**src/rtl/hdmi_period_sequencer.sv**
```systemverilog
// Raster timing generator and TMDS period scheduler: walks h/v counters, fetches pixels,
// and picks control / preamble / guard / video symbols for the three channels.
module hdmi_period_sequencer #(
  parameter int H_ACTIVE  = 640,
  parameter int H_FP      = 16,
  parameter int H_SYNC    = 96,
  parameter int H_BP      = 48,
  parameter int V_ACTIVE  = 480,
  parameter int V_FP      = 10,
  parameter int V_SYNC    = 2,
  parameter int V_BP      = 33,
  parameter bit HSYNC_POL = 1'b0,
  parameter bit VSYNC_POL = 1'b0,
  parameter bit HDMI_MODE = 1'b1
) (
  input  logic        clk,
  input  logic        rst,
  output logic        px_req,
  output logic [15:0] px_x,
  output logic [15:0] px_y,
  input  logic [23:0] px_rgb,
  output logic [23:0] enc_din,
  input  logic [29:0] enc_q,
  output logic [29:0] tmds_sym,
  output logic        de
);

  localparam int H_TOTAL = H_ACTIVE + H_FP + H_SYNC + H_BP;
  localparam int V_TOTAL = V_ACTIVE + V_FP + V_SYNC + V_BP;

  localparam logic [15:0] H_LAST   = 16'(H_TOTAL - 1);
  localparam logic [15:0] H_ACT    = 16'(H_ACTIVE);
  localparam logic [15:0] HS_BEG   = 16'(H_ACTIVE + H_FP);
  localparam logic [15:0] HS_END   = 16'(H_ACTIVE + H_FP + H_SYNC);
  localparam logic [15:0] PRE_BEG  = 16'(H_TOTAL - 10);
  localparam logic [15:0] GRD_BEG  = 16'(H_TOTAL - 2);
  localparam logic [15:0] V_LAST   = 16'(V_TOTAL - 1);
  localparam logic [15:0] V_ACT    = 16'(V_ACTIVE);
  localparam logic [15:0] V_ACT_M1 = 16'(V_ACTIVE - 1);
  localparam logic [15:0] VS_BEG   = 16'(V_ACTIVE + V_FP);
  localparam logic [15:0] VS_END   = 16'(V_ACTIVE + V_FP + V_SYNC);

  localparam logic [9:0] CTL_00    = 10'b1101010100;
  localparam logic [9:0] CTL_01    = 10'b0010101011;
  localparam logic [9:0] CTL_10    = 10'b0101010100;
  localparam logic [9:0] CTL_11    = 10'b1010101011;
  localparam logic [9:0] GUARD_CH0 = 10'b1011001100;
  localparam logic [9:0] GUARD_CH1 = 10'b0100110011;
  localparam logic [9:0] GUARD_CH2 = 10'b1011001100;

  typedef enum logic [1:0] {
    CLS_CONTROL  = 2'd0,
    CLS_PREAMBLE = 2'd1,
    CLS_GUARD    = 2'd2,
    CLS_VIDEO    = 2'd3
  } beat_cls_e;

  // Per-beat attributes carried alongside the pixel so every class sees the same latency.
  typedef struct packed {
    beat_cls_e cls;
    logic      hs;
    logic      vs;
  } beat_t;

  function automatic logic [9:0] ctl_sym(input logic c1, input logic c0);
    case ({c1, c0})
      2'b00:   return CTL_00;
      2'b01:   return CTL_01;
      2'b10:   return CTL_10;
      default: return CTL_11;
    endcase
  endfunction

  localparam beat_t       BEAT_IDLE = '{cls: CLS_CONTROL, hs: ~HSYNC_POL, vs: ~VSYNC_POL};
  localparam logic [29:0] RESET_SYM = {CTL_00, CTL_00, ctl_sym(~VSYNC_POL, ~HSYNC_POL)};

  logic [15:0]      h_q, h_d, v_q, v_d;
  beat_t [2:0]      pipe_q, pipe_d;
  logic [23:0]      rgb_q, rgb_d;
  logic [29:0]      tmds_q, tmds_d;
  logic             de_q, de_d;

  logic             active, hs_on, vs_on, next_active;
  beat_t            beat_cur;
  logic [9:0]       ch0_ctl;

  always_comb begin
    h_d = h_q + 16'd1;
    v_d = v_q;
    if (h_q == H_LAST) begin
      h_d = 16'd0;
      v_d = (v_q == V_LAST) ? 16'd0 : v_q + 16'd1;
    end
  end

  always_comb begin
    active      = (h_q < H_ACT) && (v_q < V_ACT);
    hs_on       = (h_q >= HS_BEG) && (h_q < HS_END);
    vs_on       = (v_q >= VS_BEG) && (v_q < VS_END);
    next_active = (v_q == V_LAST) || (v_q < V_ACT_M1);

    beat_cur.hs  = hs_on ? HSYNC_POL : ~HSYNC_POL;
    beat_cur.vs  = vs_on ? VSYNC_POL : ~VSYNC_POL;
    beat_cur.cls = CLS_CONTROL;
    if (active)
      beat_cur.cls = CLS_VIDEO;
    else if (HDMI_MODE && next_active && (h_q >= GRD_BEG))
      beat_cur.cls = CLS_GUARD;
    else if (HDMI_MODE && next_active && (h_q >= PRE_BEG))
      beat_cur.cls = CLS_PREAMBLE;

    px_req = active;
    px_x   = active ? h_q : 16'd0;
    px_y   = active ? v_q : 16'd0;
  end

  // Stage 0 is the beat whose pixel is arriving on px_rgb this cycle.
  always_comb begin
    pipe_d[0] = beat_cur;
    pipe_d[1] = pipe_q[0];
    pipe_d[2] = pipe_q[1];
    rgb_d     = (pipe_q[0].cls == CLS_VIDEO) ? px_rgb : 24'd0;
  end

  always_comb begin
    ch0_ctl = ctl_sym(pipe_q[2].vs, pipe_q[2].hs);
    de_d    = 1'b0;
    case (pipe_q[2].cls)
      CLS_VIDEO: begin
        tmds_d = enc_q;
        de_d   = 1'b1;
      end
      CLS_GUARD:    tmds_d = {GUARD_CH2, GUARD_CH1, GUARD_CH0};
      CLS_PREAMBLE: tmds_d = {CTL_00, CTL_01, ch0_ctl};
      default:      tmds_d = {CTL_00, CTL_00, ch0_ctl};
    endcase
  end

  always_ff @(posedge clk) begin
    if (rst) begin
      h_q    <= 16'd0;
      v_q    <= V_ACT;
      pipe_q <= {BEAT_IDLE, BEAT_IDLE, BEAT_IDLE};
      rgb_q  <= 24'd0;
      tmds_q <= RESET_SYM;
      de_q   <= 1'b0;
    end else begin
      h_q    <= h_d;
      v_q    <= v_d;
      pipe_q <= pipe_d;
      rgb_q  <= rgb_d;
      tmds_q <= tmds_d;
      de_q   <= de_d;
    end
  end

  assign enc_din  = rgb_q;
  assign tmds_sym = tmds_q;
  assign de       = de_q;

endmodule

```
**config.mk**
```make
export PLATFORM = sky130hd
export DESIGN_NAME = hdmi_period_sequencer
export DESIGN_NICKNAME = d
export VERILOG_FILES = /design/src/rtl/hdmi_period_sequencer.sv
export SDC_FILE = /design/constraint.sdc
export NUM_CORES = 1
export LEC_CHECK = 0
export ABC_AREA = 1
export CORE_ASPECT_RATIO = 1.2
export CORE_UTILIZATION = 35
export CTS_CLUSTER_SIZE = 28
export DETAILED_ROUTE_END_ITERATION = 6
export PLACE_DENSITY = 0.72
export SYNTH_ARGS = -nofsm -noshare
export SYNTH_HDL_FRONTEND = slang
export SYNTH_SLANG_ARGS = --single-unit
```
**constraint.sdc**
```tcl
create_clock -name clk -period 3.3 [get_ports clk]
set_input_delay 0.33 -clock clk [delete_from_list [all_inputs] [get_ports clk]]
set_output_delay 0.33 -clock clk [all_outputs]
set_load 0.05 [all_outputs]
```
==> After elaboration in Yosys (flattened, before gate mapping) <==
Cells that the tools add are included.
W data, S select, Z words.
{ "totals": {"reg_bits": 99, "output_inout_bits": 88, "elab_cells": 54} }
{ "classes": {"addsub": 2, "magnitude_cmp": 9, "n_eq_ne": 8, "mux": 11, "bitwise_logic": 1, "n_reduce_logical": 9} }
{ "ops": {"columns": ["cell", "n"], "rows": [
  ["$pmux W30 S3", 1],
  ["$ge A16 B10 Y1 const B", 3],
  ["$lt A16 B9 Y1 const B", 3],
  ["$mux W16", 3],
  ["$add A16 B1 Y16 const B", 2],
  ["$eq A16 B10 Y1 const B", 2],
  ["$lt A16 B10 Y1 const B", 2],
  ["$pmux W10 S3", 1],
  ["$ge A16 B9 Y1 const B", 1],
  ["$eq A2 B2 Y1 const B", 4],
  ["$logic_and A1 B1 Y1", 5],
  ["$eq A2 B1 Y1 const B", 2],
  ["$mux W1", 4],
  ["$mux W2", 2],
  ["$reduce_or A2 Y1", 2],
  ["$logic_not A2 Y1", 1],
  ["$logic_or A1 B1 Y1", 1],
  ["$not A1 Y1", 1]
]} }

==> Longest topological paths before layout <==
{ "depth": {"word_depth": 6, "ltp_mapped": 9, "depth_no_buf": 9} }

==> Worst setup path after synthesis <==
No wires, ideal clock.
{ "synth_path": {"path_kind": "register to output", "startpoint": "register h_q[14]", "endpoint": "output port px_x[0]", "arrival_ps": 1508, "required_ps": 2970, "slack_ps": 1462, "path_stages_with_launch": 9, "n_path_buf": 1, "cell_sequence": "dfxtp_1 -> nor2_1 -> nand2_1 -> nor2_4 -> nand2_2 -> nor2_2 -> nand2_2 -> buf_6 -> nor2_2"} }
{ "synth_between": {"elab_chain_cells": 3} }
{ "synth_rtl": {"columns": ["item", "line_no", "source"], "rows": [
  ["start, declared", "77", "logic [15:0] h_q, h_d, v_q, v_d;"],
  ["start signal, assigned", "141", "h_q <= 16'd0;"],
  ["start signal, assigned", "148", "h_q <= h_d;"],
  ["$lt A16 B10 Y1", "97", "active = (h_q < H_ACT) && (v_q < V_ACT);"],
  ["$logic_and A1 B1 Y1", "97", null],
  ["$mux W16", "113", "px_x = active ? h_q : 16'd0;"],
  ["end, declared", "19", "output logic [15:0] px_x,"]
]} }
No other way between the ends.

==> Worst setup path in the final report <==
{ "layout_path": {"startpoint": "register h_q[14]", "endpoint": "output port px_x[6]"} }
Same word-level chain as after synthesis.

==> out/metrics.cfg <==
[placement]
port_buffers = 130
place.gp.congestion = 0.863
dpl.hpwl_um = 7700
pre_cts_slack_ps = 608
dp_cells = 878

[yosys]
syn_avg_cell_area_um2 = 7.45
synth_top_cell_area_share_pct = 44.5
netlist_area_um2 = 4450
post-synth-top-area-cell = dfxtp_1
ys_ff_latch = 99
synth.area.top_cells = dfxtp_1 (44%), nand2_1 (9.1%), inv_1 (7.3%), nor2_1 (7.0%), nand3_1 (4.5%)
syn_inst = 598
ys_seq_area_share_pct = 44.5
ys_warn_count = 0
synthDistinctLibCells = 37

[drt]
routedLengthMet1_um = 4200
vias_per_cell = 4.51
drcViolationCount = 0
wire_per_inst_um = 11.4
detailroute.wirelength.met3_um = 500
dr_total_vias = 4027
firstDrtPassIters = 4
wl_met2_um = 5250
postRouteWirelength_um = 10200
drt_iter0_markers = 217
ant_nets = 0
dr.max_layer_used = met4

[cts]
htreeDepth = 3
cts_tree = done
clock-sinks = 99
cts_buffer_depth = 2
clk_pin_slew_ps = 70
cts_root_buf = clkbuf_16
post_cts_buffers = 0
clkLatencyLatePin_ps = 340
cts_buffers = 9

[timing]
tightest_slew_ps = 836
hold_ws_ps = 407
layout_worst_path_cycle_share_pct = 91.8
setup_viol = 0
period_needed_ps = 3030
timing.fmax_mhz = 330
hold_viol_final = 0
relSlewSlack_pct = 44.1
fin_tns_setup_ps = 0
drv_slew = 0
fin_ws_ps = 272
skew_ps = 7.75
rsz0062_at_grt = false

[die]
ios = 144
row_count = 44
die_width_um = 105
fp.coreArea_um2 = 12300
dieArea_um2 = 13200
die_h_um = 126
initial_core_util_pct = 36.3

[final_layout]
num-nets-final = 796
final-instance-count-excl-fill = 892
drive_gt1_share_pct = 10.5
final_cell_mix = clkdlybuf4s50_1 (129), nand2_1 (108), dfxtp_1 (99)
nFillCells = 1213
antenna_cells = 0
postLayoutCoreUtil_pct = 50.0
syn_to_final_growth_pct = 37.8
mostFrequentLayoutCell = clkdlybuf4s50_1

[global_route]
gr-usage-all-layers_pct = 15.9
grt_max_degree = 25
grt_pass1_vias = 3727
gr-total-overflow = 0
antenna_found_initial = 0
grt_pass1_wl_um = 16800

[outcome]
status = finished clean

[worst_setup_path]
r2r_cells = 8
cp-start-kind = register
worstPathRequired_ps = 2970
crit_path_end_kind = primary output
critPathLaunch = h_q[14]
cp.arrival_ps = 2700
reg2reg_from = h_q[1]
r2r_slack_ps = 1530
crit_end = px_x[6]
r2r_end = v_q[0]
path_class = register to primary output
crit_fanout = 22

[job]
maxCapViolations = 0

[pwr]
max-vdd-ir-drop_v = 0.000206
p_per_area_nw_per_um2 = 386
power.leakage_nw = 2.55

[hold_path]
hold_class = register to register

-- how the worst min path moves through the flow --
stage               start          to  slack (ps)  cells after the start
2_1_floorplan  pipe_d[10]  pipe_q[10]         390                      2
3_3_place_gp   pipe_d[10]  pipe_q[10]         390                      2
3_5_place_dp   pipe_d[11]  pipe_q[11]         390                      2
4_1_cts         pipe_d[4]   pipe_d[8]         410                      1
5_1_grt         pipe_d[6]  pipe_d[10]         420                      2
6_report       pipe_d[10]  pipe_q[10]         410                      2
-- critical path: stages (launching register included) --
cell and delay [ps]:
dfxtp_1 330, nor2_1 170, nand2_1 130, nor2_4 140
nand2_2 70, nor2_2 110, nand2_2 380, nor2_2 200
clkdlybuf4s50_1 830
-- what timing repair did --
item,4_1_cts,5_1_grt
gates resized for setup,0,1
setup endpoints to repair,0,1
hold buffers,0,0
-- per-layer routing --
layer | global-route usage [%] | up-vias
li1 | - | 2097
met1 | 17.5 | 1787
met2 | 28.9 | 127
met3 | 3.08 | 16
met4 | 7.95 | 0
met5 | 0 | -
-- cell families after synthesis --
| family | Yosys count | synth area share, % |
|---|---|---|
| AND/OR/NAND/NOR | 309 | 32.5 |
| buffers and inverters | 119 | 11.9 |
| flip-flops | 99 | 44.5 |
| AO/OA/AOI/OAI | 53 | 6.69 |
| adder cells (fa/ha/maj) | 12 | 3.37 |
| XOR/XNOR | 5 | 0.983 |
| other | 1 | 0.0842 |
-- synthesized netlist by cell type (all sizes together) --
| master | instances |
|---|---|
| nand2 | 120 |
| nor2 | 116 |
| dfxtp | 99 |
| inv | 92 |
| nand3 | 43 |
| a21oi | 31 |
| buf | 20 |
| ha | 12 |
| nand4 | 11 |
| o21ai | 11 |
| clkbuf | 6 |
| nor3 | 6 |
| o211ai | 5 |
| or2 | 5 |
| xor2 | 5 |
| o22ai | 3 |
| nand3b | 2 |
| nor3b | 2 |
| nor4 | 2 |
| o21bai | 2 |
| and2 | 1 |
| clkinv | 1 |
| conb | 1 |
| o221ai | 1 |
| or3 | 1 |
-- flip-flops by register name, indices dropped and copies added, names as in the netlist --
name and flops:
tmds_sym 30, enc_din 24, h_q 16, v_q 16
pipe_d 8, pipe_q 4, de 1
-- where the power goes --
part	internal, W	switching [W]
Clock	0.000586	0.000457
Combinational	0.0000637	0.0000633
Sequential	0.00120	0.00000274
-- final cells by class --
type / count / area (um^2) / area share [%]
clock buffers: 9 / 225 / 3.67
clock inverters: 5 / 65.1 / 1.06
inverters: 93 / 349 / 5.69
multi-input cells: 392 / 1990 / 32.4
flip-flops and latches: 99 / 1980 / 32.3
well taps: 161 / 201 / 3.28
repair buffers: 133 / 1330 / 21.6
-- per-stage QoR --
stage | total power (W) | cell area [um^2]
finish | 0.00237 | 6140
global route | 0.00246 | 6140
CTS | 0.00241 | 6140
detailed placement | 0.00135 | 5850
global placement | 0.00135 | 5850
floorplan | 0.00129 | 4500
Note: power is estimated with default switching activity, not from simulation.
